## src/rtl/pipeline_pkg.sv

```systemverilog
// Shared types and constants for the pipeline hazard sequencer.
// Latency: n/a (declarations only).
// Backpressure: n/a.
package pipeline_pkg;

    // Sequencer states; code 3 is unused and recovers to RUN.
    typedef enum logic [1:0] {
        ST_RUN      = 2'd0,
        ST_MEM_WAIT = 2'd1,
        ST_ERROR    = 2'd2,
        ST_UNUSED   = 2'd3
    } state_t;

    // EX/MEM pc_src value meaning "no redirect".
    localparam logic [1:0] PC_SRC_SEQ = 2'b00;

    // Register 0 is hard-wired to zero, so it never carries a load hazard.
    localparam int REG_ZERO = 0;

endpackage

```

## src/rtl/pipeline_hazard_ctrl_sat_counter.sv

```systemverilog
// Saturating up-counter for the hazard sequencer's perf counters.
// Latency: count updates one clk after i_inc; sticks at all-ones.
// Backpressure: none; i_inc is sampled every cycle.
//
// Ports:
//   i_clk  rising-edge clock
//   i_rst  synchronous active-high reset (clears the count)
//   i_inc  add one this cycle
//   o_cnt  current count
module sat_counter #(
    parameter int CNT_W = 16
) (
    input  logic             i_clk,
    input  logic             i_rst,
    input  logic             i_inc,
    output logic [CNT_W-1:0] o_cnt
);

    logic [CNT_W-1:0] r_cnt;

    always_ff @(posedge i_clk) begin
        if (i_rst) begin
            r_cnt <= '0;
        end else if (i_inc && (r_cnt != {CNT_W{1'b1}})) begin
            r_cnt <= r_cnt + CNT_W'(1);
        end
    end

    assign o_cnt = r_cnt;

endmodule

```

## src/rtl/pipeline_hazard_ctrl.sv

```systemverilog
// Stall/flush sequencer for the 5-stage pipeline (load-use, branch, data-memory wait).
// Latency: control outputs are combinational from state+inputs; state/counters registered.
// Backpressure: a data-memory wait freezes PC..EX/MEM until mem_ready; timeout latches ERROR.
//
// Ports:
//   clk, rst                         clock, synchronous active-high reset
//   id_rs, id_rt, id_uses_rt         ID-stage source operands
//   idex_mem_read, idex_dest         load in EX and its destination
//   exmem_pc_src                     branch decision in EX/MEM (00 = sequential)
//   mem_req, mem_ready               data-memory handshake
//   hold_*, bubble_idex, flush_*     pipeline-register enables
//   redirect                         PC takes the branch target
//   err                              sticky memory-timeout flag
//   stall_cnt, flush_cnt             saturating perf counters
module pipeline_hazard_ctrl
    import pipeline_pkg::*;
#(
    parameter int REG_W   = 3,
    parameter int CNT_W   = 16,
    parameter int MEM_TMO = 15
) (
    input  logic             clk,
    input  logic             rst,
    input  logic [REG_W-1:0] id_rs,
    input  logic [REG_W-1:0] id_rt,
    input  logic             id_uses_rt,
    input  logic             idex_mem_read,
    input  logic [REG_W-1:0] idex_dest,
    input  logic [1:0]       exmem_pc_src,
    input  logic             mem_req,
    input  logic             mem_ready,
    output logic             hold_pc,
    output logic             hold_ifid,
    output logic             hold_idex,
    output logic             hold_exmem,
    output logic             bubble_idex,
    output logic             flush_ifid,
    output logic             flush_idex,
    output logic             redirect,
    output logic             err,
    output logic [CNT_W-1:0] stall_cnt,
    output logic [CNT_W-1:0] flush_cnt
);

    localparam int WC_W = $clog2(MEM_TMO + 1);

    state_t          r_state;
    state_t          w_state_nxt;
    logic [WC_W-1:0] r_wait_cnt;
    logic [WC_W-1:0] w_wait_cnt_nxt;

    logic w_lu;
    logic w_br;
    logic w_mw;
    logic w_freeze;
    logic w_release;

    // Hazard detection terms.
    assign w_lu = idex_mem_read
                && (idex_dest != REG_W'(REG_ZERO))
                && ((idex_dest == id_rs) || (id_uses_rt && (idex_dest == id_rt)));
    assign w_br = (exmem_pc_src != PC_SRC_SEQ);
    assign w_mw = mem_req && !mem_ready;

    // Freeze: everything up to EX/MEM holds (memory stall or error lockup).
    // Release: normal branch/load-use evaluation; in MEM_WAIT this is the
    // cycle mem_ready arrives, so a branch frozen in EX/MEM redirects only now.
    assign w_freeze  = ((r_state == ST_RUN) && w_mw)
                    || ((r_state == ST_MEM_WAIT) && !mem_ready)
                    || (r_state == ST_ERROR);
    assign w_release = ((r_state == ST_RUN) && !w_mw)
                    || ((r_state == ST_MEM_WAIT) && mem_ready);

    // State register.
    always_ff @(posedge clk) begin
        if (rst) begin
            r_state    <= ST_RUN;
            r_wait_cnt <= '0;
        end else begin
            r_state    <= w_state_nxt;
            r_wait_cnt <= w_wait_cnt_nxt;
        end
    end

    // Next-state logic.
    always_comb begin
        w_state_nxt    = r_state;
        w_wait_cnt_nxt = r_wait_cnt;
        case (r_state)
            ST_RUN: begin
                if (w_mw) begin
                    w_state_nxt    = ST_MEM_WAIT;
                    w_wait_cnt_nxt = WC_W'(1);
                end
            end
            ST_MEM_WAIT: begin
                if (mem_ready) begin
                    w_state_nxt    = ST_RUN;
                    w_wait_cnt_nxt = '0;
                end else if (r_wait_cnt == WC_W'(MEM_TMO)) begin
                    w_state_nxt    = ST_ERROR;
                end else begin
                    w_wait_cnt_nxt = r_wait_cnt + WC_W'(1);
                end
            end
            ST_ERROR: begin
                w_state_nxt = ST_ERROR;
            end
            default: begin
                w_state_nxt    = ST_RUN;
                w_wait_cnt_nxt = '0;
            end
        endcase
    end

    // Output logic; reset forces every control output low.
    always_comb begin
        hold_pc     = 1'b0;
        hold_ifid   = 1'b0;
        hold_idex   = 1'b0;
        hold_exmem  = 1'b0;
        bubble_idex = 1'b0;
        flush_ifid  = 1'b0;
        flush_idex  = 1'b0;
        redirect    = 1'b0;
        err         = 1'b0;
        if (!rst) begin
            if (w_freeze) begin
                hold_pc    = 1'b1;
                hold_ifid  = 1'b1;
                hold_idex  = 1'b1;
                hold_exmem = 1'b1;
                err        = (r_state == ST_ERROR);
            end else if (w_release) begin
                if (w_br) begin
                    // The ID instruction is flushed, so a load-use on it is moot.
                    redirect   = 1'b1;
                    flush_ifid = 1'b1;
                    flush_idex = 1'b1;
                end else if (w_lu) begin
                    hold_pc     = 1'b1;
                    hold_ifid   = 1'b1;
                    bubble_idex = 1'b1;
                end
            end
        end
    end

    sat_counter #(.CNT_W(CNT_W)) u_stall_cnt (
        .i_clk (clk),
        .i_rst (rst),
        .i_inc (hold_pc),
        .o_cnt (stall_cnt)
    );

    sat_counter #(.CNT_W(CNT_W)) u_flush_cnt (
        .i_clk (clk),
        .i_rst (rst),
        .i_inc (redirect),
        .o_cnt (flush_cnt)
    );

endmodule

```

## config.mk

```make
export PLATFORM = sky130hd
export DESIGN_NAME = pipeline_hazard_ctrl
export DESIGN_NICKNAME = d
export VERILOG_FILES = /design/src/rtl/pipeline_pkg.sv /design/src/rtl/pipeline_hazard_ctrl_sat_counter.sv /design/src/rtl/pipeline_hazard_ctrl.sv
export SDC_FILE = /design/constraint.sdc
export NUM_CORES = 1
export LEC_CHECK = 0
export CAP_MARGIN = 10
export CORE_MARGIN = 4
export CORE_UTILIZATION = 47
export CTS_CLUSTER_DIAMETER = 60
export DETAILED_ROUTE_END_ITERATION = 10
export GPL_TIMING_DRIVEN = 0
export HOLD_SLACK_MARGIN = 0.03
export PLACE_DENSITY = 0.8
export SYNTH_ARGS = -nofsm -noshare
export SYNTH_HDL_FRONTEND = slang
export SYNTH_SLANG_ARGS = --single-unit
```

## constraint.sdc

```tcl
create_clock -name clk -period 2.4 [get_ports clk]
set_input_delay 0.24 -clock clk [delete_from_list [all_inputs] [get_ports clk]]
set_output_delay 0.24 -clock clk [all_outputs]
set_load 0.02 [all_outputs]
```

==> results of run 1 <==
stage by stage:
stage / hold slack [ps] / setup TNS [ps] / area, µm²
floorplan: 457 / 0 / 1920
global placement: 485 / -1130 / 2550
detailed placement: 488 / -1320 / 2550
CTS: 500 / 0 / 2700
global route: 536 / 0 / 2700
finish: 499 / 0 / 2700
power breakdown:
part | total [mW] | internal [mW] | switching, mW
clock network | 0.555 | 0.332 | 0.222
registers | 0.649 | 0.639 | 0.0105
logic | 0.150 | 0.0751 | 0.0753
worst reg2reg max path: stages, from the launching register on:
cell and delay, ps:
dfxtp_1 430, nand4_1 270, or3_1 420, a21oi_1 300, and4bb_2 280, mux2_1 310
path summary, 6_finish.rpt:
path | from | end | slack (ps) | cells after the start
setup / recovery | mem_ready | hold_idex | 110 | 7
hold / removal | u_stall_cnt.o_cnt[5]$_SDFFE_PP0P_ | u_stall_cnt.o_cnt[5]$_SDFFE_PP0P_ | 500 | 2
setup reg to reg | u_stall_cnt.o_cnt[2]$_SDFFE_PP0P_ | u_stall_cnt.o_cnt[15]$_SDFFE_PP0P_ | 290 | 5
hold reg to reg | u_stall_cnt.o_cnt[5]$_SDFFE_PP0P_ | u_stall_cnt.o_cnt[5]$_SDFFE_PP0P_ | 500 | 2
registers in the layout, indices dropped and copies added (netlist names):
signal and flops:
r_state 2, u_stall_cnt.o_cnt 16, r_wait_cnt 4, u_flush_cnt.o_cnt 16
placed cells by master (no fill, tap or decap), types with 3 or more instances in the layout:
| cell | n |
|---|---|
| o21ai_0 | 8 |
| buf_4 | 7 |
| xor2_1 | 19 |
| and4_1 | 4 |
| nand4_1 | 6 |
| nand3_1 | 11 |
| xnor2_1 | 9 |
| clkdlybuf4s50_1 | 54 |
| o31ai_1 | 5 |
| a21oi_1 | 8 |
| nor2_1 | 31 |
| nor3_1 | 3 |
| o211ai_1 | 6 |
| or3_1 | 3 |
| dfxtp_1 | 38 |
| inv_1 | 3 |
| nand2_1 | 17 |
| dlygate4sd2_1 | 3 |
| ha_1 | 3 |
| clkbuf_8 | 6 |
| and3_1 | 7 |
| nor2b_1 | 5 |
area by class of cell:
| class | count | area [µm²] |
|---|---|---|
| Multi-Input combinational cell | 170 | 1110 |
| Fill cell | 318 | 1100 |
| Sequential cell | 38 | 761 |
| Timing Repair Buffer | 60 | 589 |
| Clock buffer | 6 | 82.6 |
| Tap cell | 48 | 60.1 |
| Buffer | 9 | 52.6 |
| Clock inverter | 1 | 30.0 |
| Inverter | 3 | 11.3 |
what timing repair did:
action / in CTS / in global routing
buffers inserted: 3 / 0
gates resized for setup: 7 / 0
endpoints found under the setup margin: 6 / 0
cells by family (layout without fill, tap and decap cells):
kind of cell	count (synthesis)	count (layout)
AOI/OAI and AO/OA	42	42
xor gates and xnor gates	28	28
buffers and inverters	12	79
and+or+nand+nor	94	94
DFF	38	38
muxes	3	3
adders and majority gates	3	3
per-layer routing:
| metal | vias up | global-route usage, % | wire, µm |
|---|---|---|---|
| met5 | - | 0 | 0 |
| met4 | 0 | 5.64 | 52 |
| met3 | 6 | 6.79 | 329 |
| li1 | 919 | - | - |
| met1 | 862 | 22.5 | 2050 |
| met2 | 61 | 30.3 | 2140 |
==> impl_metrics.csv, run 1 <==
group,metric,value,unit
routing,dr_total_vias,1848,
routing,drt-total-wl,4570,µm
synthesis,synth_ff_type,"dfxtp_1",
power_and_ir_drop,leakage,0.994,nW
synthesis,synth_commonest_cells,"dfxtp_1 (38), nor2_1 (32), xor2_1 (19)",
finish,area_growth_syn_to_layout,40.3,%
sta,hold_viol,0,
synthesis,synthTopCellsByArea,"dfxtp_1 (40%), xor2_1 (8.7%), nor2_1 (6.3%)",
critical_path,cpMaxStageDelayCell,"clkdlybuf4s50_1",
synthesis,yosysMostFrequentCell,"dfxtp_1",
finish,final_cells,335,
power_and_ir_drop,power_density,503,nW/µm²
global_route,grt-ovfl-total,0,
place,place_hpwl,3330,µm
sta,period_share,95.6,%
power_and_ir_drop,irDropWorstVdd,294,µV
synthesis,synth-seq-area-share,39.6,%
status,status,"completed",
synthesis,synth_xor_area_share,12.8,%
place,post-place-cells,325,
clocking,cts_buffer_depth,2,
synthesis,synth_area_leader_cell,"dfxtp_1",
floorplanning,io_pins,58,
global_route,grt_max_degree,12,
critical_path,worst_ep_required_time,2160,ps
clocking,htreeDepth,2,
synthesis,synth_fa_ha_area_share,1.95,%
sta,fin_skew,9.03,ps
synthesis,synth-edff-count,0,
sta,worst_pin_slew,603,ps
clocking,clk_pin_slew,80,ps
sta,rsz0062_at_grt,"false",
critical_path,critPathMaxStageDelay,590,ps
synthesis,synth_warnings,0,
global_route,grt_usage,18.4,%
sta,post-route-min-period,2290,ps
routing,post_drt_wl_per_cell,13.7,µm
routing,avgViaCountPerCell,5.52,
clocking,cts_buffers,5,
floorplanning,rows,22,
sta,fmax,436,MHz
synthesis,synthArstFlopShare,0,%
critical_path,crit_arrival,2050,ps
finish,final_nets,307,
floorplanning,initial_core_util,50.6,%
synthesis,syn_nets,240,
floorplanning,fp.dieW,71.9,µm
synthesis,synthCells,220,
synthesis,ys_ff_latch,38,
clocking,cts_tree,"yes",
clocking,clock_latency,300,ps
critical_path,critPathBufInv,4,
critical_path,cp_top_family,"buffers and inverters",
routing,drtIter0Drc,124,
job,drv_cap,0,
sta,layout_setup_ws,105,ps
floorplanning,design.core.area,3800,µm²
synthesis,yosys.area_share.simple,24.8,%
floorplanning,die_h,71.9,µm
critical_path,path_max_fanout,6,
synthesis,synth_area,1920,µm²
place,portBuffers,57,
worst_hold_path,hold_class,"reg2reg",
synthesis,ys_types,42,
clocking,root_buffer,"clkbuf_8",
synthesis,synthMuxAreaShare,1.63,%
synthesis,synth_compound_area_share,16.1,%
place,place_ws,-392,ps
synthesis,synth_top_area_share,39.6,%
routing,drc,0,
routing,first_pass_iters,4,
finish,post-route-util,70.9,%
sta,slew_violations,0,
critical_path,critPathLaunchType,"input port",
sta,setup_violations,0,
sta,slew_headroom,59.6,%
global_route,antenna_found_initial,0,
global_route,grt_pass1_vias,1731,
synthesis,avgSynthCellArea,8.73,µm²
critical_path,path_cells,"clkdlybuf4s50_1 -> nor2_2 -> o21ai_1 -> a21oi_4 -> buf_4 -> buf_4 -> clkdlybuf4s50_1",
finish,drive_above_1_share,9.06,%
routing,antenna_left,0,
critical_path,critPathCaptureType,"primary output",
clocking,ctsHoldBuffers,0,
global_route,grt_pass1_wl,7590,µm
finish,diodes,0,
critical_path,crit_type,"in2out",
place,gp_congestion,0.843,
clocking,clkSinkCount,38,
power_and_ir_drop,total_power,1.35,mW
floorplanning,dieArea,5170,µm²
synthesis,synth_top_family_by_area,"simple AND/OR/NAND/NOR gates",
(Power assumes the default switching activity.)
==> run 2: changes to the inputs <==
--- a/config.mk
+++ b/config.mk
@@ -6,6 +6,7 @@
 export NUM_CORES = 1
 export LEC_CHECK = 0
 export CAP_MARGIN = 10
+export CORE_ASPECT_RATIO = 0.7
 export CORE_MARGIN = 4
 export CORE_UTILIZATION = 47
 export CTS_CLUSTER_DIAMETER = 60
==> run 2 against run 1 <==
  * Global-route usage grew 0.59 points
  * Sequential cell count is the same
  * Sequential share of layout area shrank 0.078 points
  * Die area grew 0.32%
  * Clock power grew 0.9%
  * Cell area grew 0.28%
  * Critical path type unchanged
  * Largest cell class unchanged
==> impl_metrics.csv, run 2 (synthesized netlist as in run 1, its figures left out) <==
group,metric,value,unit
floorplanning,io_pins,58,
routing,drt-total-wl,4890,µm
global_route,use_met3,7.09,%
global_route,grt_max_degree,12,
routing,dr_total_vias,1812,
power_and_ir_drop,total_power,1.36,mW
clocking,clock_latency,300,ps
place,portBuffers,57,
floorplanning,rows,19,
routing,avgViaCountPerCell,5.35,
global_route,grtUsageMet1,24.5,%
floorplanning,design.core.area,3920,µm²
finish,multiInputGateArea,1110,µm²
global_route,grt_pass1_vias,1687,
finish,regArea,761,µm²
clocking,htreeDepth,2,
global_route,antenna_found_initial,0,
clocking,cts_buffers,5,
sta,fmax,429,MHz
power_and_ir_drop,power_density,504,nW/µm²
sta,slew_headroom,62.5,%
worst_hold_path,hold_class,"reg2reg",
sta,post-route-min-period,2330,ps
place,post-place-cells,329,
finish,area_growth_syn_to_layout,40.7,%
place,placed_area,2560,µm²
finish,design_area,2700,µm²
routing,antenna_left,0,
floorplanning,fp.dieW,84.4,µm
critical_path,critPathCaptureType,"primary output",
place,place_ws,-406,ps
finish,fillers,312,
sta,layout_setup_ws,69.7,ps
global_route,grt_use_met2,30.8,%
clocking,root_buffer,"clkbuf_8",
floorplanning,die_h,61.5,µm
sta,setup_violations,0,
power_and_ir_drop,irDropWorstVdd,297,µV
clocking,cts_tree,"yes",
job,drv_cap,0,
global_route,grt-busiest-layer,"met2",
floorplanning,dieArea,5190,µm²
floorplanning,initial_core_util,49.0,%
critical_path,path_max_fanout,4,
sta,fin_skew,11.8,ps
finish,final_common_cell,"clkdlybuf4s50_1",
clocking,cts_buffer_depth,2,
finish,final_cell_mix,"clkdlybuf4s50_1 (53), dfxtp_1 (38), nor2_1 (31), xor2_1 (19), nand2_1 (17)",
global_route,grt_pass1_wl,7800,µm
clocking,clk_pin_slew,80,ps
global_route,grt-ovfl-total,0,
finish,drive_above_1_share,9.41,%
status,status,"completed",
sta,worst_pin_slew,559,ps
place,gp_congestion,0.841,
finish,final_nets,307,
finish,post-route-util,68.9,%
routing,first_pass_iters,4,
routing,drtIter0Drc,81,
finish,final_cells,339,
global_route,grt_usage,19.0,%
finish,diodes,0,
sta,period_share,97.1,%
critical_path,crit_arrival,2090,ps
sta,hold_viol,0,
sta,slew_violations,0,
critical_path,worst_ep_required_time,2160,ps
routing,post_drt_wl_per_cell,14.4,µm
power_and_ir_drop,leakage,0.997,nW
critical_path,critPathLaunchType,"input port",
place,place_hpwl,3430,µm
clocking,clkSinkCount,38,
clocking,ctsHoldBuffers,0,
critical_path,crit_type,"in2out",
routing,drc,0,
run 2: cell types whose count changed in the layout (fill, tap and decap cells not counted):
cell,previous run,this run
nor2_2,2,1
nor2_4,0,1
buf_4,7,8
clkdlybuf4s50_1,54,53
run 2: report_power, final:
| group | leakage, nW | internal [mW] | switching, mW |
|---|---|---|---|
| Combinational | 0.633 | 0.0750 | 0.0754 |
| Sequential | 0.307 | 0.639 | 0.0123 |
| Clock | 0.0573 | 0.333 | 0.228 |
run 2: stage by stage:
stage / TNS [ps] / hold slack (ps)
after global routing: -5.41 / 531
after detailed placement: -1430 / 497
after global placement: -1070 / 487
final: 0 / 510
after floorplan: 0 / 457
after CTS: 0 / 509
run 2: metal layers:
metal	part of all wire, %	wire length [µm]
met1	47	2280
met2	44	2140
met3	8.7	427
met4	0.86	42
met5	0	0
run 2: path summary, 6_finish.rpt:
kind / from / to / slack [ps] / cells past startpoint
max: mem_ready / redirect / 70 / 6
min: u_stall_cnt.o_cnt[5]$_SDFFE_PP0P_ / u_stall_cnt.o_cnt[5]$_SDFFE_PP0P_ / 510 / 2
max reg2reg: u_stall_cnt.o_cnt[2]$_SDFFE_PP0P_ / u_stall_cnt.o_cnt[15]$_SDFFE_PP0P_ / 260 / 5
min reg2reg: u_stall_cnt.o_cnt[5]$_SDFFE_PP0P_ / u_stall_cnt.o_cnt[5]$_SDFFE_PP0P_ / 510 / 2
run 2: worst max-delay path, stage by stage:
cell and delay, ps:
clkdlybuf4s50_1 550, o21bai_2 170, o211ai_1 210, inv_1 190, buf_4 140, clkdlybuf4s50_1 590
run 2: cell type report:
cell class / instances / share of cell area [%]
buffer: 9 / 1.94
clock buffer: 6 / 3.06
clock inverter: 1 / 1.11
inverter: 3 / 0.417
multi-input combinational: 170 / 41.2
sequential: 38 / 28.1
tap: 52 / 2.41
timing repair buffer: 60 / 21.7
run 2: timing repair:
item	in CTS	in global routing
pin swaps	2	0
buffers inserted	3	0
setup endpoints to repair	6	3
resized for setup	6	3
gates cloned	0	0
==> RTL edit, RTL diff (settings of run 2) <==
`REG_ZERO`: 0 -> 1.
--- a/src/rtl/pipeline_pkg.sv
+++ b/src/rtl/pipeline_pkg.sv
@@ -17,3 +17,3 @@
     // Register 0 is hard-wired to zero, so it never carries a load hazard.
-    localparam int REG_ZERO = 0;
+    localparam int REG_ZERO = 1;
 
Formal check against the unedited RTL: not equivalent (Yosys sat finds a counterexample within 4 cycles, from zero or initial values and one cycle with rst high).
==> RTL edit against run 2 <==
  * Register-to-register slack got worse by 0.04 ns
  * Power decreased by 7.0%
  * Sequential cell count unchanged
  * Sequential share of layout area increased by 0.24 points
  * Sequential power about the same
  * Fmax increased by 1.8%
  * Worst setup slack improved by 0.041 ns
  * Routed wire length decreased by 5.9%
  * Core utilization decreased by 0.57 points
  * Final area decreased by 0.83%
  * Area after synthesis increased by 0.13%
==> RTL edit: results <==
{
  "status": "finished, final reports clean",
  "grt_max_degree": 13,
  "synthDistinctLibCells": 39,
  "grt_pass1_wl_um": 7600,
  "num-fill-cells": 338,
  "place_inst": 330,
  "r2r_slack_ns": 0.22,
  "synth_nets": 241,
  "critPathMaxFanout": 8,
  "synth_area_leaders": "dfxtp_1 (40%), xor2_1 (8.7%), nor2_1 (6.2%), xnor2_1 (4.1%), nand2_1 (3.3%)",
  "critPathSlowestCell": "clkdlybuf4s50_1",
  "drt_iter0_drc": 77,
  "track_usage_pct": 18.6,
  "dpl_worst_slack_ns": -0.405,
  "ir_worst_vdd_mv": 0.247,
  "routedWlPerCell_um": 13.5,
  "ys_seq_area_share_pct": 39.6,
  "wl_met1_um": 2220,
  "vias": 1805,
  "place.gp.congestion": 0.833,
  "crit_end": "hold_idex",
  "cp.arrival_ns": 2.05,
  "placed_area_um2": 2560,
  "fin_crit_ns": 2.29,
  "use_met3_pct": 6.15,
  "grt_pass1_vias": 1652,
  "layout-drive-gt1-share_pct": 8.68,
  "buffers": 68,
  "multi_input_area_um2": 1110,
  "htreeDepth": 2,
  "totalWireLength_um": 4600,
  "hpwl_um": 3400,
  "postCtsSetupRepairBufs": 2,
  "clock_area_share_pct": 3.55,
  "grtUsageMet2_pct": 28.8,
  "wl_met2_um": 1930,
  "worst_pin_slew_ns": 0.567,
  "area_growth_syn_to_layout_pct": 39.4,
  "leakagePower_uw": 0.000980,
  "nNonClkInverters": 4,
  "finClkSkew_ns": 0.00619
}
-- RTL edit: cell families after synthesis --
group / Yosys count / share of synthesized area [%]
XOR/XNOR: 28 / 12.8
AO/OA/AOI/OAI: 42 / 16.1
adder cells (fa/ha/maj): 3 / 1.95
flip-flops: 38 / 39.6
buffers and inverters: 13 / 3.32
multiplexers: 3 / 1.63
AND/OR/NAND/NOR: 94 / 24.7
-- RTL edit: worst min path at each step --
stage	endpoint	slack, ns	cells past startpoint
2_1_floorplan	u_stall_cnt.o_cnt[15]	0.46	2
3_3_place_gp	u_stall_cnt.o_cnt[5]	0.48	2
3_5_place_dp	u_stall_cnt.o_cnt[5]	0.50	2
4_1_cts	u_stall_cnt.o_cnt[5]	0.51	2
5_1_grt	u_stall_cnt.o_cnt[14]	0.54	2
6_report	u_stall_cnt.o_cnt[5]	0.51	2
-- RTL edit: power by group --
group	switching, uW	total, uW	internal, uW
Clock	238	469	231
Sequential	11.3	650	639
Combinational	73.7	148	73.9
